==> config.mk <==
export PLATFORM = sky130hd
export DESIGN_NAME = ps2_dev_tx_flat
export DESIGN_NICKNAME = d
export VERILOG_FILES = /design/src/rtl/ps2_pkg.sv /design/src/rtl/ps2_dev_tx_if.sv /design/src/rtl/ps2_sync.sv /design/src/rtl/ps2_dev_tx.sv /design/src/flat_wrapper.sv
export SDC_FILE = /design/constraint.sdc
export NUM_CORES = 1
export LEC_CHECK = 0
export BUFFER_PORTS_ARGS = -buffer_cell sky130_fd_sc_hd__buf_2
export CAP_MARGIN = 25
export CORE_UTILIZATION = 46
export CTS_BUF_LIST = sky130_fd_sc_hd__clkbuf_4 sky130_fd_sc_hd__clkbuf_8
export DETAILED_ROUTE_END_ITERATION = 12
export PLACE_DENSITY = 0.69
export SLEW_MARGIN = 20
export SYNTH_ARGS = -nofsm -noshare
export SYNTH_HDL_FRONTEND = slang
export SYNTH_SLANG_ARGS = --single-unit
==> constraint.sdc <==
create_clock -name clk -period 2.1 [get_ports clk]
set_clock_uncertainty 0.05 [all_clocks]
set_input_delay 0.21 -clock clk [delete_from_list [all_inputs] [get_ports clk]]
set_output_delay 0.21 -clock clk [all_outputs]
set_load 0.05 [all_outputs]
==> src/rtl/ps2_pkg.sv <==
`default_nettype none
// ============================================================================
// Module  : ps2_pkg
// Brief   : Shared PS/2 definitions for the device transmitter and the host
//           receiver: FSM states, frame layout constants and the parity helper.
// Revision: 1.0 - initial release
// ============================================================================
package ps2_pkg;

  // Explicitly encoded two-bit state type shared by both PS/2 ends
  typedef enum logic [1:0] {
    ST_IDLE  = 2'd0,
    ST_SETUP = 2'd1,
    ST_LOW   = 2'd2,
    ST_GAP   = 2'd3
  } ps2_state_e;

  // start + 8 data + parity + stop
  localparam int   FRAME_BITS = 11;
  localparam logic START_BIT  = 1'b0;
  localparam logic STOP_BIT   = 1'b1;

  // Parity bit that makes data plus parity carry an odd number of ones
  function automatic logic odd_parity(input logic [7:0] d);
    return ~^d;
  endfunction

endpackage
`default_nettype wire

==> src/rtl/ps2_dev_tx_if.sv <==
`default_nettype none
// ============================================================================
// Module  : ps2_dev_tx_if
// Brief   : Byte-offer handshake between a scan-code source and the PS/2
//           device transmitter (valid/ready, one byte per accepted beat).
// Revision: 1.0 - initial release
// ============================================================================
interface ps2_dev_tx_if;

  logic [7:0] tx_data;
  logic       tx_valid;
  logic       tx_ready;

  // Byte source side
  modport master (
    output tx_data,
    output tx_valid,
    input  tx_ready
  );

  // Transmitter side
  modport slave (
    input  tx_data,
    input  tx_valid,
    output tx_ready
  );

endinterface
`default_nettype wire

==> src/rtl/ps2_sync.sv <==
`default_nettype none
// ============================================================================
// Module  : ps2_sync
// Brief   : Two-flop synchroniser for an asynchronous PS/2 line. Resets to the
//           released (high) level so nothing looks like a host inhibit.
// Revision: 1.0 - initial release
// ============================================================================
module ps2_sync #(
  parameter logic RST_VAL = 1'b1
) (
  input  logic clk,
  input  logic rst,
  input  logic d,
  output logic q
);

  logic r_meta;
  logic r_sync;

  // Two-stage resynchronisation of the line into the clk domain
  always_ff @(posedge clk) begin
    if (rst) begin
      r_meta <= RST_VAL;
      r_sync <= RST_VAL;
    end else begin
      r_meta <= d;
      r_sync <= r_meta;
    end
  end

  assign q = r_sync;

endmodule
`default_nettype wire

==> src/rtl/ps2_dev_tx.sv <==
`default_nettype none
// ============================================================================
// Module  : ps2_dev_tx
// Brief   : PS/2 device-side (keyboard) transmitter. Serialises one byte into
//           an 11-bit frame on open-drain clock/data lines, honours host
//           inhibit during the clock-released phase and enforces an idle gap
//           between frames.
// Revision: 1.0 - initial release
// ============================================================================
module ps2_dev_tx
  import ps2_pkg::*;
#(
  parameter int HALF_PER = 4000,
  parameter int GAP_CYC  = 8000,
  parameter int CNT_W    = 16
) (
  input  logic           clk,
  input  logic           rst,
  ps2_dev_tx_if.slave    tx,
  input  logic           ps2_clk_i,
  output logic           ps2_clk_oe,
  output logic           ps2_data_oe,
  output logic           busy,
  output logic           abort
);

  localparam logic [CNT_W-1:0] c_half_last   = CNT_W'(HALF_PER - 1);
  localparam logic [CNT_W-1:0] c_gap_last    = CNT_W'(GAP_CYC - 1);
  localparam logic [CNT_W-1:0] c_inhibit_min = CNT_W'(2);
  localparam logic [CNT_W-1:0] c_cnt_one     = CNT_W'(1);
  localparam logic [3:0]       c_last_bit    = 4'(FRAME_BITS - 1);

  ps2_state_e              r_state;
  ps2_state_e              w_state_nxt;
  logic [CNT_W-1:0]        r_cnt;
  logic [CNT_W-1:0]        w_cnt_nxt;
  logic [3:0]              r_bit_idx;
  logic [3:0]              w_bit_idx_nxt;
  logic [FRAME_BITS-1:0]   r_shift;
  logic [FRAME_BITS-1:0]   w_shift_nxt;
  logic                    r_ready_en;
  logic                    w_clk_s;
  logic                    w_ready;

  ps2_sync #(
    .RST_VAL (1'b1)
  ) u_clk_sync (
    .clk (clk),
    .rst (rst),
    .d   (ps2_clk_i),
    .q   (w_clk_s)
  );

  // Holds tx_ready low while reset is asserted; opens the handshake afterwards
  always_ff @(posedge clk) begin
    if (rst) begin
      r_ready_en <= 1'b0;
    end else begin
      r_ready_en <= 1'b1;
    end
  end

  // State, phase/gap counter, bit index and frame shift register
  always_ff @(posedge clk) begin
    if (rst) begin
      r_state   <= ST_IDLE;
      r_cnt     <= '0;
      r_bit_idx <= '0;
      r_shift   <= '0;
    end else begin
      r_state   <= w_state_nxt;
      r_cnt     <= w_cnt_nxt;
      r_bit_idx <= w_bit_idx_nxt;
      r_shift   <= w_shift_nxt;
    end
  end

  // Next-state logic and line drive; data line drives the inverse of the bit
  always_comb begin
    w_state_nxt   = r_state;
    w_cnt_nxt     = r_cnt;
    w_bit_idx_nxt = r_bit_idx;
    w_shift_nxt   = r_shift;
    w_ready       = 1'b0;
    ps2_clk_oe    = 1'b0;
    ps2_data_oe   = 1'b0;
    busy          = 1'b0;
    abort         = 1'b0;

    case (r_state)
      ST_IDLE: begin
        // A host holding the clock low blocks acceptance
        w_ready = w_clk_s & r_ready_en;
        if (tx.tx_valid && w_ready) begin
          w_shift_nxt   = {STOP_BIT, odd_parity(tx.tx_data), tx.tx_data, START_BIT};
          w_bit_idx_nxt = '0;
          w_cnt_nxt     = '0;
          w_state_nxt   = ST_SETUP;
        end
      end

      ST_SETUP: begin
        busy        = 1'b1;
        ps2_data_oe = ~r_shift[0];
        // The first two counts still see our own clock-low through the
        // synchroniser, so only later counts can detect a host inhibit
        if ((r_cnt >= c_inhibit_min) && !w_clk_s) begin
          abort       = 1'b1;
          ps2_data_oe = 1'b0;
          w_cnt_nxt   = '0;
          w_state_nxt = ST_GAP;
        end else if (r_cnt == c_half_last) begin
          w_cnt_nxt   = '0;
          w_state_nxt = ST_LOW;
        end else begin
          w_cnt_nxt = r_cnt + c_cnt_one;
        end
      end

      ST_LOW: begin
        busy        = 1'b1;
        ps2_clk_oe  = 1'b1;
        ps2_data_oe = ~r_shift[0];
        if (r_cnt == c_half_last) begin
          w_cnt_nxt = '0;
          if (r_bit_idx == c_last_bit) begin
            w_state_nxt = ST_GAP;
          end else begin
            w_shift_nxt   = r_shift >> 1;
            w_bit_idx_nxt = r_bit_idx + 4'd1;
            w_state_nxt   = ST_SETUP;
          end
        end else begin
          w_cnt_nxt = r_cnt + c_cnt_one;
        end
      end

      ST_GAP: begin
        busy = 1'b1;
        if (r_cnt == c_gap_last) begin
          w_cnt_nxt   = '0;
          w_state_nxt = ST_IDLE;
        end else begin
          w_cnt_nxt = r_cnt + c_cnt_one;
        end
      end

      default: begin
        w_cnt_nxt   = '0;
        w_state_nxt = ST_IDLE;
      end
    endcase

    tx.tx_ready = w_ready;
  end

endmodule
`default_nettype wire
==> src/flat_wrapper.sv <==
// flat-port wrapper written by rule: the top's interface ports become plain ports
module ps2_dev_tx_flat import ps2_pkg::*;
#(
  parameter int HALF_PER = 4000,
  parameter int GAP_CYC  = 8000,
  parameter int CNT_W    = 16
)
  (clk, rst, ps2_clk_i, ps2_clk_oe, ps2_data_oe, busy, abort, tx_tx_data, tx_tx_valid, tx_tx_ready);
  ps2_dev_tx_if tx_i ();
  input  logic clk;
  input  logic rst;
  input  logic ps2_clk_i;
  output logic ps2_clk_oe;
  output logic ps2_data_oe;
  output logic busy;
  output logic abort;
  input wire logic [$bits(tx_i.tx_data)-1:0] tx_tx_data;
  input wire logic [$bits(tx_i.tx_valid)-1:0] tx_tx_valid;
  output wire logic [$bits(tx_i.tx_ready)-1:0] tx_tx_ready;
  assign tx_i.tx_data = tx_tx_data;
  assign tx_i.tx_valid = tx_tx_valid;
  assign tx_tx_ready = tx_i.tx_ready;
  ps2_dev_tx #(.HALF_PER(HALF_PER), .GAP_CYC(GAP_CYC), .CNT_W(CNT_W)) u_core (.clk(clk), .rst(rst), .tx(tx_i), .ps2_clk_i(ps2_clk_i), .ps2_clk_oe(ps2_clk_oe), .ps2_data_oe(ps2_data_oe), .busy(busy), .abort(abort));
endmodule
# Word-level counts from Yosys, hierarchy flattened
# Cells that the tools add are included.
[word_totals] ff_bits=36 input_bits=12 output_inout_bits=5 elab_cells=60
[classes] addsub=2 magnitude_cmp=1 n_eq_ne=11 muxes=28 bitwise_logic=2 reduce_logical=9
[op_table] op="$mux W16" count=4
[op_table] op="$pmux W16 S4" count=1
[op_table] op="$mux W11" count=3
[op_table] op="$pmux W11 S2" count=1
[op_table] op="$add A16 B1 Y16 const B" count=1
[op_table] op="$eq A16 B12 Y1 const B" count=1
[op_table] op="$eq A16 B13 Y1 const B" count=1
[op_table] op="$ge A16 B2 Y1 const B" count=1
[op_table] op="$mux W2" count=6
[op_table] op="$mux W4" count=3
[op_table] op="$pmux W2 S4" count=1
[op_table] op="$pmux W4 S2" count=1
[op_table] op="$reduce_and A4 Y1" count=2
[op_table] op="$reduce_xnor A8 Y1" count=1
[op_table] op="$mux W1" count=7
[op_table] op="$ne A2 B1 Y1 const B" count=3
[op_table] op="$add A4 B1 Y4 const B" count=1
[op_table] op="$eq A2 B2 Y1 const B" count=2
[op_table] op="$eq A4 B4 Y1 const B" count=1
[op_table] op="$ne A3 B1 Y1 const B" count=1
[op_table] op="$reduce_or A3 Y1" count=1
[op_table] op="$eq A2 B1 Y1 const B" count=1
[op_table] op="$logic_and A1 B1 Y1" count=2
[op_table] op="$logic_not A2 Y1" count=1
[op_table] op="6 further kinds" count=6

# Logic depth before layout (Yosys ltp)
# Gate-level depths: netlist (run 1).
[logic_depth] depth_word=4 mapped_depth=8 depth_no_buf=7

# Modules after synthesis
# From an unflattened synthesis (run 1), not the netlist that was laid out.
[unflattened] cells_unflattened=231 hier_area_um2=2008.2
[modules_own_cells] mod="ps2_dev_tx" n_inst=1 cells_per_inst=227 area_each_um2=1955.6 seq_area_each_um2=680.7
[modules_own_cells] mod="ps2_sync" n_inst=1 cells_per_inst=4 area_each_um2=52.6 seq_area_each_um2=40.0

# Least setup slack after synthesis (run 1)
# OpenSTA, ideal clock, no wires.
[synth_timing] kind="register to register" from="reg u_core.r_state[0]" to="reg u_core.r_cnt[8]" setup_time_ps=66 t_arrival_ps=2397 t_required_ps=1984 slack_ps=-413 path_stages_with_launch=9 path_buffers=2 synth_period_minus_slack_ps=2513 path_cell_list="dfxtp_1 -> inv_1 -> ha_1 -> clkbuf_1 -> nor2_1 -> a2111oi_0 -> o31ai_1 -> buf_2 -> nor2_1"
[synth_via] elab_chain_cells=2 elab_cells_between_ends=6 cone_classes="eq/ne: 4; mux: 1; reduce/logical: 1"
[synth_lines] item="start, declared" line="ps2_dev_tx.sv:33" rtl="ps2_state_e r_state;"
[synth_lines] item="start signal, assigned" line="ps2_dev_tx.sv:71" rtl="r_state <= w_state_nxt;"
[synth_lines] item="$eq A2 B2 Y1, or another cell as far along" line="ps2_dev_tx.sv:90" rtl="case (r_state)"
[synth_lines] item="$pmux W16 S4 or $ne A2 B1 Y1 (tied branches)"
[synth_lines] item="end signal, assigned" line="ps2_dev_tx.sv:72" rtl="r_cnt <= w_cnt_nxt;"
[synth_lines] item="end, declared" line="ps2_dev_tx.sv:35" rtl="logic [CNT_W-1:0] r_cnt;"
# Several ways; a longest one is shown, not always the timed one.
# A chain may end at the register's enable or synchronous reset.

# Worst setup path in the final report (run 1)
[layout_timing] from="reg u_core.r_cnt[14]" to="reg u_core.r_bit_idx[3]"
[layout_via] elab_chain_cells=3
[layout_lines] item="$eq A16 B12 Y1" line="ps2_dev_tx.sv:124" rtl="if (r_cnt == c_half_last) begin"
[layout_lines] item="$ne A2 B1 Y1 (no line)"
[layout_lines] item="$reduce_and A4 Y1 (no line)"
[layout_lines] item="end signal, assigned" line="ps2_dev_tx.sv:73" rtl="r_bit_idx <= w_bit_idx_nxt;"
[layout_lines] item="end, declared" line="ps2_dev_tx.sv:37" rtl="logic [3:0] r_bit_idx;"
# No other way between the ends.

==> out/summary.txt, run 1 <==
Largest family of logic cells by synthesized area: simple AND/OR/NAND/NOR gates
Worst ir drop on vdd: 0.602 mV
Clock power frac: 0.218
Register bit total from synthesis: 36
Worst R2R Path Depth: 6
Filler Cells Inserted: 314
Largest net degree at the start of global routing: 23
IO buf count: 16
Via count: 1,949
Min-Delay Startpoint: ps2_clk_i
Vias/cell: 5.85
Share of layout cells above drive strength 1: 0.367
Die height: 67.4 um
R2r endpoint: u_core.r_bit_idx[3]$_SDFFE_PP0P_
CTS tree: yes
Crit-path max FO: 4
Initial Util: 0.484
Cell Area, Synth: 1970 um2
Clock Root Buffer: clkbuf_8
Worst hold endpoint: u_core.u_clk_sync.r_meta$_SDFF_PP1_
RSZ-0062 raised after global routing: true
WL per Instance: 16.5 um
R2R Setup Slk: -110 ps
Gpl congestion: 0.891
Switching Power: 1.08 mW
Area of the multi-input gates: 1370 um2
Post-route DRC violation count: 0
Crit path required time: 2280 ps
Num CTS Buffers: 5
Synth warnings: 0
CP Cell Sequence: or4_4 -> nor4_4 -> buf_4 -> a21oi_4 -> or4_1 -> a21boi_1
Clk_lat worst skew: 290 ps
Post-Syn Instances: 228
Sw Ratio: 0.385
Ys flop type: dfxtp_1
Adder-Cell Fraction of Synth Area: 0.0573
Detailed placer's ending HPWL: 3.53 mm
Leakage: 1.03 nW
Nets@finish: 303
Area contributors post-synth: dfxtp_1 37%, ha_1 5.7%, xnor2_1 5.3%
Post-synth EDFFs: 0
HP Class: primary input to flip-flop
Antenna viol nets, final: 0
Fin cells: 333
Crit path arrival time: 2390 ps
Worst slew margin: 0.688
Synth Area in Compound Gates: 0.191
Synth cell types: 46
Row Count: 23
GRT Util Overall: 0.265
Asr flop ratio synth: 0
Synth area leader: dfxtp_1
N_diodes: 0
Commonest non-fill, non-tap cell in the layout: buf_4
CP max-delay cell: or4_4
Clock Pin Slew Worst Setup and Hold Paths: 70 ps
Post-Synth Simple-Gate Area: 0.222
Tmin final: 2210 ps
Crit Reg-Reg Startpoint: u_core.r_cnt[14]$_SDFFE_PP0N_
Critical path launch point type: flip-flop
Synthesized Nets: 249
Hold_ws: 50.3 ps
Setup-failing EPs final: 26
Power Dens Cells: 1010 nW/um2
Power Internal: 1.72 mW
Most frequent cells in the layout: 36 x buf_4, 30 x dfxtp_1, 17 x nor2_1, 17 x nand2_1, 15 x a21oi_1
Detailed Routing Iterations Pass 1: 4
TritonCTS sink count: 36
Placed Cells incl. Taps: 322
Sequential Power Share: 0.308
Post-synthesis mux area share: 0.0407
CP Buf/Inv Count: 1
Tot Pwr: 2.80 mW
Cell family with most CP delay: simple AND/OR/NAND/NOR gates
Final Hold Fails: 0
Die area: 4540 um2
WL final: 5.50 mm
Crit Path Class: flip-flop to flip-flop
First-pass GRT wire length: 8.78 mm
Initial antenna violation count: 0
Die width: 67.4 um
Register area: 731 um2
Post-synthesis xor/xnor area fraction: 0.0802
Hold Crit Depth: 2
Combinational power share: 0.474
Max Fclk: 453 MHz
Fin crit share: 1.05
Worst path max stage delay: 560 ps
Failing checks: negative setup slack
Measured slew at the worst slew-check pin: 468 ps
# hold bufs at CTS: 0
Slew Limit Fails: 0
CTS HTree Levels: 2
WP depth: 6
MaxCap Viol Count: 0
Drt initial violations: 131
Yosys top cell area share: 0.367
Final WS setup: -109 ps
P&R area growth vs syn: 41.1%
Syn avg cell area: 8.62 um2
CP Capture Type: flip-flop
I/O pin total: 17
Status: finished with violations
Core area: 4060 um2
Vias in the first global route: 1,842
Sequential share of the synthesized area: 0.367
Total grt overflow: 0
CTS Buffer Depth: 2
[timing repair]
| action | CTS | global route |
|---|---|---|
| pin swaps | 14 | 7 |
| gates resized for setup | 27 | 18 |
| setup buffers | 3 | 0 |
| endpoints found under the setup margin | 31 | 33 |
| endpoints found under the hold margin | 0 | 0 |
[flip-flops by register name (all words and copies together), names as in the netlist]
signal	count
u_core.r_shift	11
u_core.u_clk_sync.q	1
u_core.r_cnt	16
u_core.r_bit_idx	4
u_core.u_clk_sync.r_meta	1
u_core.r_ready_en	1
u_core.r_state	2
[power by group through the flow]
stage          registers (mW)  clock network [mW]  logic (mW)
2_1_floorplan           0.861                   0       0.753
3_3_place_gp            0.870                   0        1.18
3_5_place_dp            0.871                   0        1.19
4_1_cts                 0.858               0.626        1.28
5_1_grt                 0.873               0.654        1.42
6_report                0.863               0.611        1.33
[cells in the mapped netlist (2+ instances only)]
cell	count
nand4_1	7
o21ai_0	7
or4_1	3
and2_1	5
a21oi_1	19
buf_2	3
nand3_1	8
nor3_1	3
xor2_1	6
ha_1	9
mux2i_1	8
inv_1	11
or2_2	2
a211oi_1	8
o31ai_1	2
nor2_1	19
xnor2_1	12
nor4_1	4
or3_1	2
clkbuf_1	6
a311oi_1	3
a31oi_1	4
nand4b_1	2
nand2_1	17
a2111oi_0	2
dfxtp_1	36
[layout make-up]
type                       instances  area share
clock buffer                       5      0.0248
timing repair buffer              57       0.164
sequential                        36       0.263
multi-input combinational        171       0.494
tap                               50      0.0226
inverter                          11      0.0158
clock inverter                     3      0.0153
[stage by stage]
step	setup TNS, ps	instance area [um2]	utilization	worst slack, ps
global placement	-4040	2430	0.598	-325
detailed placement	-5180	2430	0.598	-387
floorplan	-13.0	2010	-	-13.0
global route	-3500	2770	0.684	-197
CTS	-581	2700	0.666	-98.2
finish	-785	2770	0.684	-109
[cell families after synthesis]
| group | count (synthesis) |
|---|---|
| xor+xnor | 18 |
| compound gates | 56 |
| simple gates | 80 |
| flops | 36 |
| buf+inv | 21 |
| mux | 8 |
| fa+ha+maj | 9 |
[per-layer routing]
layer  routed length [um]  share of wire  vias to the layer above  GRT usage
met4                  114          0.021                        0      0.109
met2                 2640           0.48                       64      0.424
met5                    0              0                        -          0
met3                  264          0.048                       11     0.0709
li1                     -              -                      944          -
met1                 2480           0.45                      930      0.333
[worst max-delay path by stage]
stage                                       start                          endpoint  slack (ps)
floorplan           u_core.r_cnt[15]$_SDFFE_PP0N_  u_core.r_bit_idx[3]$_SDFFE_PP0P_         -10
global placement    u_core.r_cnt[15]$_SDFFE_PP0N_     u_core.r_cnt[13]$_SDFFE_PP0N_        -320
detailed placement  u_core.r_cnt[15]$_SDFFE_PP0N_     u_core.r_cnt[11]$_SDFFE_PP0N_        -390
CTS                 u_core.r_cnt[13]$_SDFFE_PP0N_  u_core.r_bit_idx[3]$_SDFFE_PP0P_        -100
global route        u_core.r_cnt[14]$_SDFFE_PP0N_  u_core.r_bit_idx[3]$_SDFFE_PP0P_        -200
finish              u_core.r_cnt[14]$_SDFFE_PP0N_  u_core.r_bit_idx[3]$_SDFFE_PP0P_        -110
(Power assumes the default switching activity.)
==> run 2, diff against run 1 <==
- CORE_ASPECT_RATIO: unset -> 0.75
- CORE_UTILIZATION: 46 -> 55
- PLACE_DENSITY: 0.69 -> 0.79
==> run 2 against run 1 <==
Compared with the run above: setup slack got worse by 230 ps; critical path type unchanged; combinational power rose by 31%; fmax down 9.5%; the flow still finishes with violations (negative setup slack); global-route usage increased by 4.6 points.
==> out/summary.txt, run 2 (synthesis results as in run 1) <==
Status: finished with violations
Failing checks: negative setup slack
Gpl congestion: 0.912
I/O pin total: 17
Fin crit share: 1.16
GRT Util Overall: 0.311
Commonest non-fill, non-tap cell in the layout: buf_4
Crit path required time: 2270 ps
Leakage: 1.09 nW
Detailed Routing Iterations Pass 1: 7
Max reg flops: 16
Detailed placer's ending HPWL: 3.54 mm
HP Class: primary input to flip-flop
Core area: 3360 um2
Initial Util: 0.586
Largest regs: u_core.r_cnt: 16 flops, u_core.r_shift: 11 flops, u_core.r_bit_idx: 4 flops
Clk_lat worst skew: 290 ps
Worst ir drop on vdd: 0.981 mV
Initial antenna violation count: 0
CTS HTree Levels: 2
TritonCTS sink count: 36
WL final: 7.64 mm
Fin cells: 333
Num CTS Buffers: 5
WL per Instance: 23.0 um
# hold bufs at CTS: 0
Die width: 71.0 um
Total grt overflow: 0
Final WS setup: -342 ps
Crit path arrival time: 2620 ps
Crit-path max FO: 4
Setup-failing EPs final: 34
RSZ-0062 raised after global routing: true
CP Capture Type: flip-flop
CTS tree: yes
Clock Pin Slew Worst Setup and Hold Paths: 70 ps
Largest net degree at the start of global routing: 23
Row Count: 18
Antenna viol nets, final: 0
Tmin final: 2440 ps
Die area: 3820 um2
MaxCap Viol Count: 0
IO buf count: 16
Slew Limit Fails: 0
N_diodes: 0
Placed Cells incl. Taps: 313
First-pass GRT wire length: 8.76 mm
CTS Buffer Depth: 2
Drt initial violations: 311
Max Fclk: 409 MHz
Vias in the first global route: 1,786
Worst slew margin: 0.631
Largest Register: u_core.r_cnt
Nets@finish: 314
Via count: 2,260
Measured slew at the worst slew-check pin: 549 ps
Power Dens Cells: 1040 nW/um2
Share of layout cells above drive strength 1: 0.457
Clock Root Buffer: clkbuf_8
Critical path launch point type: flip-flop
Most frequent cells in the layout: 41 x buf_4, 31 x dfxtp_1, 16 x nand2_1
Die height: 53.8 um
Final Hold Fails: 0
Crit Path Class: flip-flop to flip-flop
Vias/cell: 6.79
Setup WS pre-CTS: -344 ps
Post-route DRC violation count: 0
P&R area growth vs syn: 52.5%
==> run 2: cell types whose count changed in the layout (fill, tap and decap cells not counted), moves of 3 or more <==
cell and delta:
nor2_4 +11, a211oi_2 +3, buf_4 +5, buf_6 +4, a21oi_2 +3, a211oi_1 -3
nor2_1 -10
==> run 2: worst max-delay path, stage by stage (launching register included) <==
cell     delay [ps]
dfxtp_1         330
buf_4           160
nor4_2          480
nand4_1         300
buf_4           220
a211o_1         330
a221o_1         370
a21oi_2         120
==> run 2: power breakdown <==
group	total (mW)	switching [mW]	internal (mW)	leakage, nW
clock network	0.493	0.254	0.239	0.0445
registers	0.879	0.0856	0.794	0.296
logic	1.74	1.00	0.740	0.754
total	3.11	1.34	1.77	1.09
==> run 2: worst paths after layout <==
path,startpoint,endpoint,slack (ps),depth (start not counted)
min reg2reg,u_core.u_clk_sync.r_meta$_SDFF_PP1_,u_core.u_clk_sync.q$_SDFF_PP1_,360,1
max reg2reg,u_core.r_cnt[5]$_SDFFE_PP0N_,u_core.r_cnt[9]$_SDFFE_PP0N_,-340,7
max,u_core.r_cnt[5]$_SDFFE_PP0N_,u_core.r_cnt[9]$_SDFFE_PP0N_,-340,7
min,ps2_clk_i,u_core.u_clk_sync.r_meta$_SDFF_PP1_,50,2
==> run 2: through the flow <==
step | hold WS [ps] | power, mW | cell area [um2] | TNS, ps | utilization
after detailed placement | 342 | 2.06 | 2410 | -4490 | 0.718
after global routing | 47.5 | 3.19 | 3000 | -7300 | 0.893
after floorplan | 260 | 1.61 | 2010 | -13.0 | -
after CTS | 48.1 | 2.63 | 2660 | -1110 | 0.791
final | 47.7 | 3.11 | 3000 | -5630 | 0.893
after global placement | 341 | 2.05 | 2410 | -3520 | 0.718
==> run 2: metal layers <==
metal | vias up | wire, um | GRT usage
met5 | - | 0 | 0
met4 | 0 | 393 | 0.117
met3 | 54 | 708 | 0.0581
met2 | 177 | 3430 | 0.511
met1 | 1069 | 3110 | 0.415
li1 | 960 | - | -
==> run 2: final cells by class <==
cell class | instances | area (um2)
Clock buffer | 6 | 76.3
Clock inverter | 1 | 5.00
Fill cell | 140 | 359
Inverter | 11 | 43.8
Multi-Input combinational cell | 171 | 1510
Sequential cell | 36 | 727
Tap cell | 40 | 50.0
Timing Repair Buffer | 68 | 587
==> run 2: timing repair <==
item / 4_1_cts / 5_1_grt
gates resized for setup: 21 / 57
endpoints found under the setup margin: 28 / 35
setup buffers: 7 / 5
cloned: 0 / 2
pin swaps: 11 / 29
